## src/rtl/udp_ip_tx_framer.sv

```systemverilog
// UDP-to-IP transmit framer: turns a UDP header plus payload stream into an IP
// header and an IP payload stream that begins with the 8-byte UDP header.
module udp_ip_tx_framer #(
    parameter logic [7:0] TTL = 8'd64
) (
    input  logic        clk,
    input  logic        rst,
    input  logic        s_udp_hdr_valid,
    output logic        s_udp_hdr_ready,
    input  logic [31:0] s_udp_ip_source_ip,
    input  logic [31:0] s_udp_ip_dest_ip,
    input  logic [15:0] s_udp_source_port,
    input  logic [15:0] s_udp_dest_port,
    input  logic [15:0] s_udp_length,
    input  logic [15:0] s_udp_checksum,
    input  logic [7:0]  s_udp_payload_axis_tdata,
    input  logic        s_udp_payload_axis_tvalid,
    output logic        s_udp_payload_axis_tready,
    input  logic        s_udp_payload_axis_tlast,
    input  logic        s_udp_payload_axis_tuser,
    output logic        m_ip_hdr_valid,
    input  logic        m_ip_hdr_ready,
    output logic [15:0] m_ip_length,
    output logic [7:0]  m_ip_ttl,
    output logic [7:0]  m_ip_protocol,
    output logic [31:0] m_ip_source_ip,
    output logic [31:0] m_ip_dest_ip,
    output logic [5:0]  m_ip_dscp,
    output logic [1:0]  m_ip_ecn,
    output logic [7:0]  m_ip_payload_axis_tdata,
    output logic        m_ip_payload_axis_tvalid,
    input  logic        m_ip_payload_axis_tready,
    output logic        m_ip_payload_axis_tlast,
    output logic        m_ip_payload_axis_tuser,
    output logic        busy,
    output logic        error_payload_early_termination
);

    typedef enum logic [2:0] {IDLE, HDR, UDP_HDR, PAYLOAD, DRAIN} state_t;

    state_t      state, state_next;
    logic [15:0] cnt, cnt_next;
    logic [31:0] source_ip_r, dest_ip_r;
    logic [15:0] source_port_r, dest_port_r, length_r, checksum_r;
    logic        hdr_fire, short_pkt, final_beat, in_fire;

    assign hdr_fire   = s_udp_hdr_valid && s_udp_hdr_ready;
    assign short_pkt  = (length_r <= 16'd8);
    // cnt counts payload bytes from 0, so the last one is index length-9
    assign final_beat = (cnt == length_r - 16'd9);
    assign in_fire    = s_udp_payload_axis_tvalid && m_ip_payload_axis_tready;

    always_ff @(posedge clk or posedge rst) begin
        if (rst) begin
            state <= IDLE;
            cnt   <= '0;
        end else begin
            state <= state_next;
            cnt   <= cnt_next;
        end
    end

    always_ff @(posedge clk or posedge rst) begin
        if (rst) begin
            source_ip_r   <= '0;
            dest_ip_r     <= '0;
            source_port_r <= '0;
            dest_port_r   <= '0;
            length_r      <= '0;
            checksum_r    <= '0;
        end else if (hdr_fire) begin
            source_ip_r   <= s_udp_ip_source_ip;
            dest_ip_r     <= s_udp_ip_dest_ip;
            source_port_r <= s_udp_source_port;
            dest_port_r   <= s_udp_dest_port;
            length_r      <= s_udp_length;
            checksum_r    <= s_udp_checksum;
        end
    end

    always_comb begin
        state_next                      = state;
        cnt_next                        = cnt;
        s_udp_hdr_ready                 = 1'b0;
        m_ip_hdr_valid                  = 1'b0;
        s_udp_payload_axis_tready       = 1'b0;
        m_ip_payload_axis_tdata         = '0;
        m_ip_payload_axis_tvalid        = 1'b0;
        m_ip_payload_axis_tlast         = 1'b0;
        m_ip_payload_axis_tuser         = 1'b0;
        error_payload_early_termination = 1'b0;
        case (state)
            IDLE: begin
                s_udp_hdr_ready = !rst;
                if (s_udp_hdr_valid && !rst) state_next = HDR;
            end
            HDR: begin
                m_ip_hdr_valid = 1'b1;
                if (m_ip_hdr_ready) begin
                    cnt_next   = '0;
                    state_next = UDP_HDR;
                end
            end
            UDP_HDR: begin
                m_ip_payload_axis_tvalid = 1'b1;
                case (cnt[2:0])
                    3'd0: m_ip_payload_axis_tdata = source_port_r[15:8];
                    3'd1: m_ip_payload_axis_tdata = source_port_r[7:0];
                    3'd2: m_ip_payload_axis_tdata = dest_port_r[15:8];
                    3'd3: m_ip_payload_axis_tdata = dest_port_r[7:0];
                    3'd4: m_ip_payload_axis_tdata = length_r[15:8];
                    3'd5: m_ip_payload_axis_tdata = length_r[7:0];
                    3'd6: m_ip_payload_axis_tdata = checksum_r[15:8];
                    3'd7: m_ip_payload_axis_tdata = checksum_r[7:0];
                endcase
                m_ip_payload_axis_tlast = (cnt[2:0] == 3'd7) && short_pkt;
                if (m_ip_payload_axis_tready) begin
                    cnt_next = cnt + 16'd1;
                    if (cnt[2:0] == 3'd7) begin
                        cnt_next   = '0;
                        state_next = short_pkt ? IDLE : PAYLOAD;
                    end
                end
            end
            PAYLOAD: begin
                m_ip_payload_axis_tdata   = s_udp_payload_axis_tdata;
                m_ip_payload_axis_tvalid  = s_udp_payload_axis_tvalid;
                s_udp_payload_axis_tready = m_ip_payload_axis_tready;
                m_ip_payload_axis_tlast   = s_udp_payload_axis_tlast || final_beat;
                // an input tlast arriving before the count is reached marks the frame bad
                m_ip_payload_axis_tuser   = s_udp_payload_axis_tuser ||
                                            (s_udp_payload_axis_tlast && !final_beat);
                if (in_fire) begin
                    cnt_next = cnt + 16'd1;
                    if (final_beat) begin
                        state_next = s_udp_payload_axis_tlast ? IDLE : DRAIN;
                    end else if (s_udp_payload_axis_tlast) begin
                        error_payload_early_termination = 1'b1;
                        state_next                      = IDLE;
                    end
                end
            end
            DRAIN: begin
                s_udp_payload_axis_tready = 1'b1;
                if (s_udp_payload_axis_tvalid && s_udp_payload_axis_tlast) state_next = IDLE;
            end
            default: state_next = IDLE;
        endcase
    end

    assign m_ip_length    = length_r + 16'd20;
    assign m_ip_ttl       = TTL;
    assign m_ip_protocol  = 8'h11;
    assign m_ip_source_ip = source_ip_r;
    assign m_ip_dest_ip   = dest_ip_r;
    assign m_ip_dscp      = '0;
    assign m_ip_ecn       = '0;
    assign busy           = (state != IDLE);

endmodule
```

## config.mk

```make
export PLATFORM = sky130hd
export DESIGN_NAME = udp_ip_tx_framer
export DESIGN_NICKNAME = d
export VERILOG_FILES = /design/src/rtl/udp_ip_tx_framer.sv
export SDC_FILE = /design/constraint.sdc
export NUM_CORES = 1
export LEC_CHECK = 0
export BUFFER_PORTS_ARGS = -buffer_cell sky130_fd_sc_hd__buf_2
export CAP_MARGIN = 20
export CORE_ASPECT_RATIO = 1.25
export CORE_MARGIN = 10
export CORE_UTILIZATION = 40
export DETAILED_ROUTE_END_ITERATION = 16
export PLACE_DENSITY_LB_ADDON = 0.15
export SLEW_MARGIN = 25
export SYNTH_ARGS = -nofsm -noshare
export SYNTH_HDL_FRONTEND = slang
export SYNTH_SLANG_ARGS = --single-unit
```

## constraint.sdc

```tcl
create_clock -name clk -period 9.2 [get_ports clk]
set_clock_uncertainty 0.05 [all_clocks]
set_input_delay 0.46 -clock clk [delete_from_list [all_inputs] [get_ports clk]]
set_output_delay 0.46 -clock clk [all_outputs]
set_load 0.05 [all_outputs]
```

## After elaboration in Yosys (flattened, before gate mapping)

Cells that the tools add are included.

| word-level totals | value |
|---|---|
| register bits | 147 |
| input port bits | 144 |
| output and inout port bits | 120 |

| cells by class | value |
|---|---|
| add/subtract/negate cells | 3 |
| order comparisons | 1 |
| equal/unequal tests | 19 |
| muxes and demuxes | 28 |
| reductions and logical operators | 16 |

Operators by type and width:

| cell | number |
|---|---|
| $mux 16 | 4 |
| $pmux 8 s8 | 1 |
| $pmux 16 s3 | 1 |
| $mux 3 | 9 |
| $add 16x1->16 const B | 1 |
| $add 16x5->16 const B | 1 |
| $eq 16x16->1 | 1 |
| $le 16x4->1 const B | 1 |
| $pmux 8 s2 | 1 |
| $sub 16x4->16 const B | 1 |
| $eq 3x3->1 const B | 5 |
| $pmux 3 s5 | 1 |
| $eq 3x2->1 const B | 4 |
| $ne 2x2->1 const B | 6 |
| $mux 1 | 7 |
| $reduce_and 7->1 | 1 |
| $eq 3x1->1 const B | 2 |
| $logic_and 1x1->1 | 6 |
| $logic_not 3->1 | 2 |
| $pmux 1 s2 | 3 |
| $reduce_bool 3->1 | 2 |
| $reduce_and 4->1 | 1 |
| $ne 3x3->1 const B | 1 |
| $logic_not 1->1 | 2 |
| other kinds (2) | 3 |

## Longest topological paths before layout

| logic depth | value |
|---|---|
| depth after elaboration | 6 |
| gate-level depth with buffers | 11 |

## Least setup slack after synthesis

No wires, ideal clock.

| timing | value |
|---|---|
| path kind | input -> register |
| start point | input port rst |
| end point | register state[0] |
| library setup time | 77 ps |
| arrival time | 4882 ps |
| required time | 9073 ps |
| slack | 4192 ps |
| cell stages on the path | 6 |
| cells stage by stage | inv_1 > a21oi_1 > or4_1 > a2111oi_0 > a21oi_1 > o21ai_1 |

| on the way | value |
|---|---|
| longest elaborated chain between the ends | 4 |

Ends and longest elaborated chain:

| item | line | RTL |
|---|---|---|
| start: declaration | 7 | `input logic rst,` |
| $logic_not 1->1 | 95 | `if (s_udp_hdr_valid && !rst) state_next = HDR;` |
| $logic_and 1x1->1 | 95 |  |
| $ne 2x2->1 (no source line) | n/a |  |
| $reduce_and 7->1 (no source line) | n/a |  |
| end signal: assignment | 58 | `state <= state_next;` |
| end: declaration | 41 | `state_t state, state_next;` |

No other way between the ends.
A chain may end at the register's enable or synchronous reset.

## Worst setup path after layout

| timing | value |
|---|---|
| start point | register length_r[0] |
| end point | output port m_ip_payload_axis_tlast |

| on the way | value |
|---|---|
| longest elaborated chain between the ends | 4 |

Ends and longest elaborated chain:

| item | line | RTL |
|---|---|---|
| start: declaration | 44 | `logic [15:0] source_port_r, dest_port_r, length_r, checksum_r;` |
| start signal: assignment | 76 | `length_r <= s_udp_length;` |
| $sub 16x4->16 | 50 | `assign final_beat = (cnt == length_r - 16'd9);` |
| $eq 16x16->1 | 50 |  |
| $logic_or 1x1->1 | 129 | `m_ip_payload_axis_tlast = s_udp_payload_axis_tlast \|\| final_beat;` |
| $pmux 1 s2 (*) | 92 | `case (state)` |
| end: declaration | 33 | `output logic m_ip_payload_axis_tlast,` |

Every way passes the cells marked *; elsewhere a longest branch is shown, timed or not.

==> run_results.csv <==
group,metric,value,unit
detailed_routing,wl_per_cell,19.6,microns
yosys,syn_avg_cell_area,11.3,sq um
detailed_routing,drt_iter0_drc,284,
timing,setup_violations,0,
power_and_ir_drop,power.leakage,0.00442,uW
layout,finalInstanceArea,9350,sq um
place,numPortBuffers,239,
detailed_routing,vias_per_cell,5.12,
clock_network,root_buffer,"clkbuf_16",
power_and_ir_drop,intPower,1940,uW
floorplan,coreArea,18600,sq um
timing,slew_headroom,0.412,
power_and_ir_drop,ir_worst_vdd,0.226,mV
global_route,grt-busiest-layer,"met2",
worst_setup_path,end_kind,"output port",
worst_setup_path,crit_arrival,3.44,ns
global_route,grt_util_all_layers,0.178,
place,dp.final_hpwl,16900,microns
global_route,grt_first_pass_wirelength,34600,microns
status,status,"completed",
yosys,synthArstFlopShare,1.00,
detailed_routing,routed_wl,22100,microns
clock_network,post_cts_buffers,0,
layout,layout-drive-gt1-share,0.465,
worst_setup_path,crit_type,"flip-flop to output port",
worst_setup_path,cp_max_fo,9,
power_and_ir_drop,clkPwrFrac,0.171,
worst_setup_path,cp_cell_sequence,"inv_1 -> ha_1 -> and2b_1 -> nor2_1 -> or4b_1 -> a211oi_1 -> a21oi_1 -> nor4b_4 -> o31a_1 -> buf_2",
power_and_ir_drop,power.density,419,nW/um^2
power_and_ir_drop,seq_power_share,0.311,
job,max-cap-violations,0,
clock_network,clk_pin_slew,0.07,ns
power_and_ir_drop,p_sw,1970,uW
detailed_routing,drt_pass1_iterations,6,
worst_setup_path,start_kind,"flip-flop",
clock_network,clkLatencyLatePin,0.41,ns
worst_setup_path,cp.required,8.69,ns
floorplan,io_pins,264,
timing,tightest_slew,0.882,ns
floorplan,fp.dieW,143,microns
floorplan,die-area,24700,sq um
clock_network,cts_tree,"yes",
global_route,antenna_found_initial,10,
clock_network,clk_path_buf_depth,2,
layout,layout_commonest_cell,"buf_2",
clock_network,cts_buffers,17,
layout,nFillCells,1761,
timing,final.setup.tns,0,ns
global_route,use_met1,0.188,
worst_setup_path,critPathMaxStageDelay,0.53,ns
yosys,syn_area,7520,sq um
layout,mostFrequentLayoutCells,"239 x buf_2, 147 x dfrtp_1, 129 x mux2_2",
timing,hold_violations,0,
timing,max_freq,253,MHz
timing,grt_setup_unrepaired,"false",
clock_network,cts_num_sinks,147,
yosys,syn_inst,665,
timing,period_share,0.429,
layout,layout.nets,1030,
floorplan,core.rowCount,56,
detailed_routing,drcViolationCount,0,
global_route,grt_use_met3,0.0729,
yosys,ys_ff_latch,147,
clock_network,holdBufCountCts,0,
global_route,grt_pass1_vias,6262,
timing,min_period,3.95,ns
yosys,synth_seq_area_share,0.489,
global_route,grt_max_degree,96,
power_and_ir_drop,p_comb_frac,0.519,
global_route,grt_remaining_overflow,0,
timing,drv_slew,0,
clock_network,cts_resized,0,
hold_path,min_path_type,"primary input to asynchronous set/reset pin",
place,gp_congestion,0.794,
power_and_ir_drop,switching_share,0.504,
layout,area_growth,24.3,%
detailed_routing,ant_nets,0,
worst_setup_path,cp_slowest_cell,"dfrtp_1",
yosys,synth.distinct_cells,56,
floorplan,start_util,0.404,
layout,stdcell_count,1127,
place,placed_cells,1090,
floorplan,die_h,173,microns
yosys,ys.flop_type,"dfrtp_1",
detailed_routing,via_count,5775,
clock_network,h-tree-depth,4,
place,placed_area,8770,sq um
global_route,grt_use_met2,0.316,
yosys,synth_edf_count,0,
yosys,yosys_warnings,0,
-- final cells by class --
class	instances	area (sq um)	share of cell area
timing repair buffer	243	1240	0.133
tap	232	290	0.0311
inverter	15	61.3	0.00656
antenna	6	15.0	0.00161
clock buffer	17	425	0.0455
clock inverter	14	136	0.0146
multi-input combinational	453	3500	0.375
sequential	147	3680	0.394
-- layer usage --
layer,share of wire,vias up
met5,0.0019,-
met4,0.011,6
met3,0.081,21
met2,0.53,171
met1,0.38,2815
li1,-,2762
-- path summary, 6_finish.rpt --
path	startpoint	endpoint	slack [ns]	cells after the start
max	length_r[0]$_DFFE_PP0P_	m_ip_payload_axis_tlast	5.25	10
min	rst	m_ip_source_ip[27]$_DFFE_PP0P_	0.21	2
max reg2reg	state[0]$_DFFE_PP0P_	m_ip_dest_ip[3]$_DFFE_PP0P_	5.95	5
min reg2reg	m_ip_source_ip[7]$_DFFE_PP0P_	m_ip_source_ip[7]$_DFFE_PP0P_	0.45	1
max in group asynchronous	rst	source_port_r[7]$_DFFE_PP0P_	7.68	3
min in group clk	s_udp_ip_dest_ip[24]	m_ip_dest_ip[24]$_DFFE_PP0P_	0.21	2
-- critical path, delay by kind of cell, from the launching register on --
kind / cells / cell delay [ns]
flip-flops: 1 / 0.53
adder cells (fa/ha/maj): 1 / 0.24
AND/OR/NAND/NOR: 4 / 1.40
buffers and inverters: 2 / 0.34
AO/OA/AOI/OAI: 3 / 0.51
-- cells in the mapped netlist (4+ instances only) --
cell type,number,area [sq um]
mux2_2,129,1450
clkbuf_1,40,150
a21oi_1,20,100
dfrtp_1,147,3680
a221oi_1,8,70.1
xnor2_1,28,245
o31ai_1,5,37.5
or3_1,4,25.0
o21ai_0,21,105
nor4_1,4,25.0
o211ai_1,10,75.1
ha_1,9,113
xor2_1,13,114
nand3_1,17,85.1
nand2_1,26,97.6
a222oi_1,8,80.1
and3_1,4,25.0
buf_4,26,195
nor3_1,15,75.1
nor2_1,46,173
nor2b_1,4,25.0
inv_1,15,56.3
a31oi_1,4,25.0
a22oi_1,7,52.6
and2_1,5,31.3
-- kinds of logic (layout without fill, tap and decap cells) --
family | Yosys count | count (layout) | share of synthesized area
xor+xnor | 41 | 41 | 0.0477
simple gates | 143 | 143 | 0.0976
mux | 130 | 130 | 0.194
buf+inv | 87 | 289 | 0.0569
flops | 147 | 147 | 0.489
other cells | 2 | 30 | 0.000998
fa+ha+maj | 9 | 9 | 0.0150
compound gates | 106 | 106 | 0.0983
-- metrics by stage --
stage               utilization  hold slack (ns)  worst slack [ns]  total power, uW
finish                    0.501            0.208              5.25             3910
global route              0.501            0.197              4.96             4140
CTS                       0.501            0.196              5.21             3960
floorplan                     -            0.424              4.19             2770
global placement          0.469            0.432              5.70             3250
detailed placement        0.471            0.437              5.66             3280
-- flip-flops by register name, indices dropped and copies added (netlist names) --
signal and count:
m_ip_dest_ip 32, m_ip_source_ip 32, checksum_r 16, cnt 16, dest_port_r 16, length_r 16
source_port_r 16, state 3
-- power groups by stage --
stage                     combinational (uW)  clock [uW]  sequential [uW]
final                                   2030         668             1220
after global routing                    2170         711             1270
after CTS                               2050         686             1220
after detailed placement                2050           0             1230
after global placement                  2040           0             1220
after floorplan                         1200           0             1570
No activity file was read; power rests on OpenSTA's default activity.
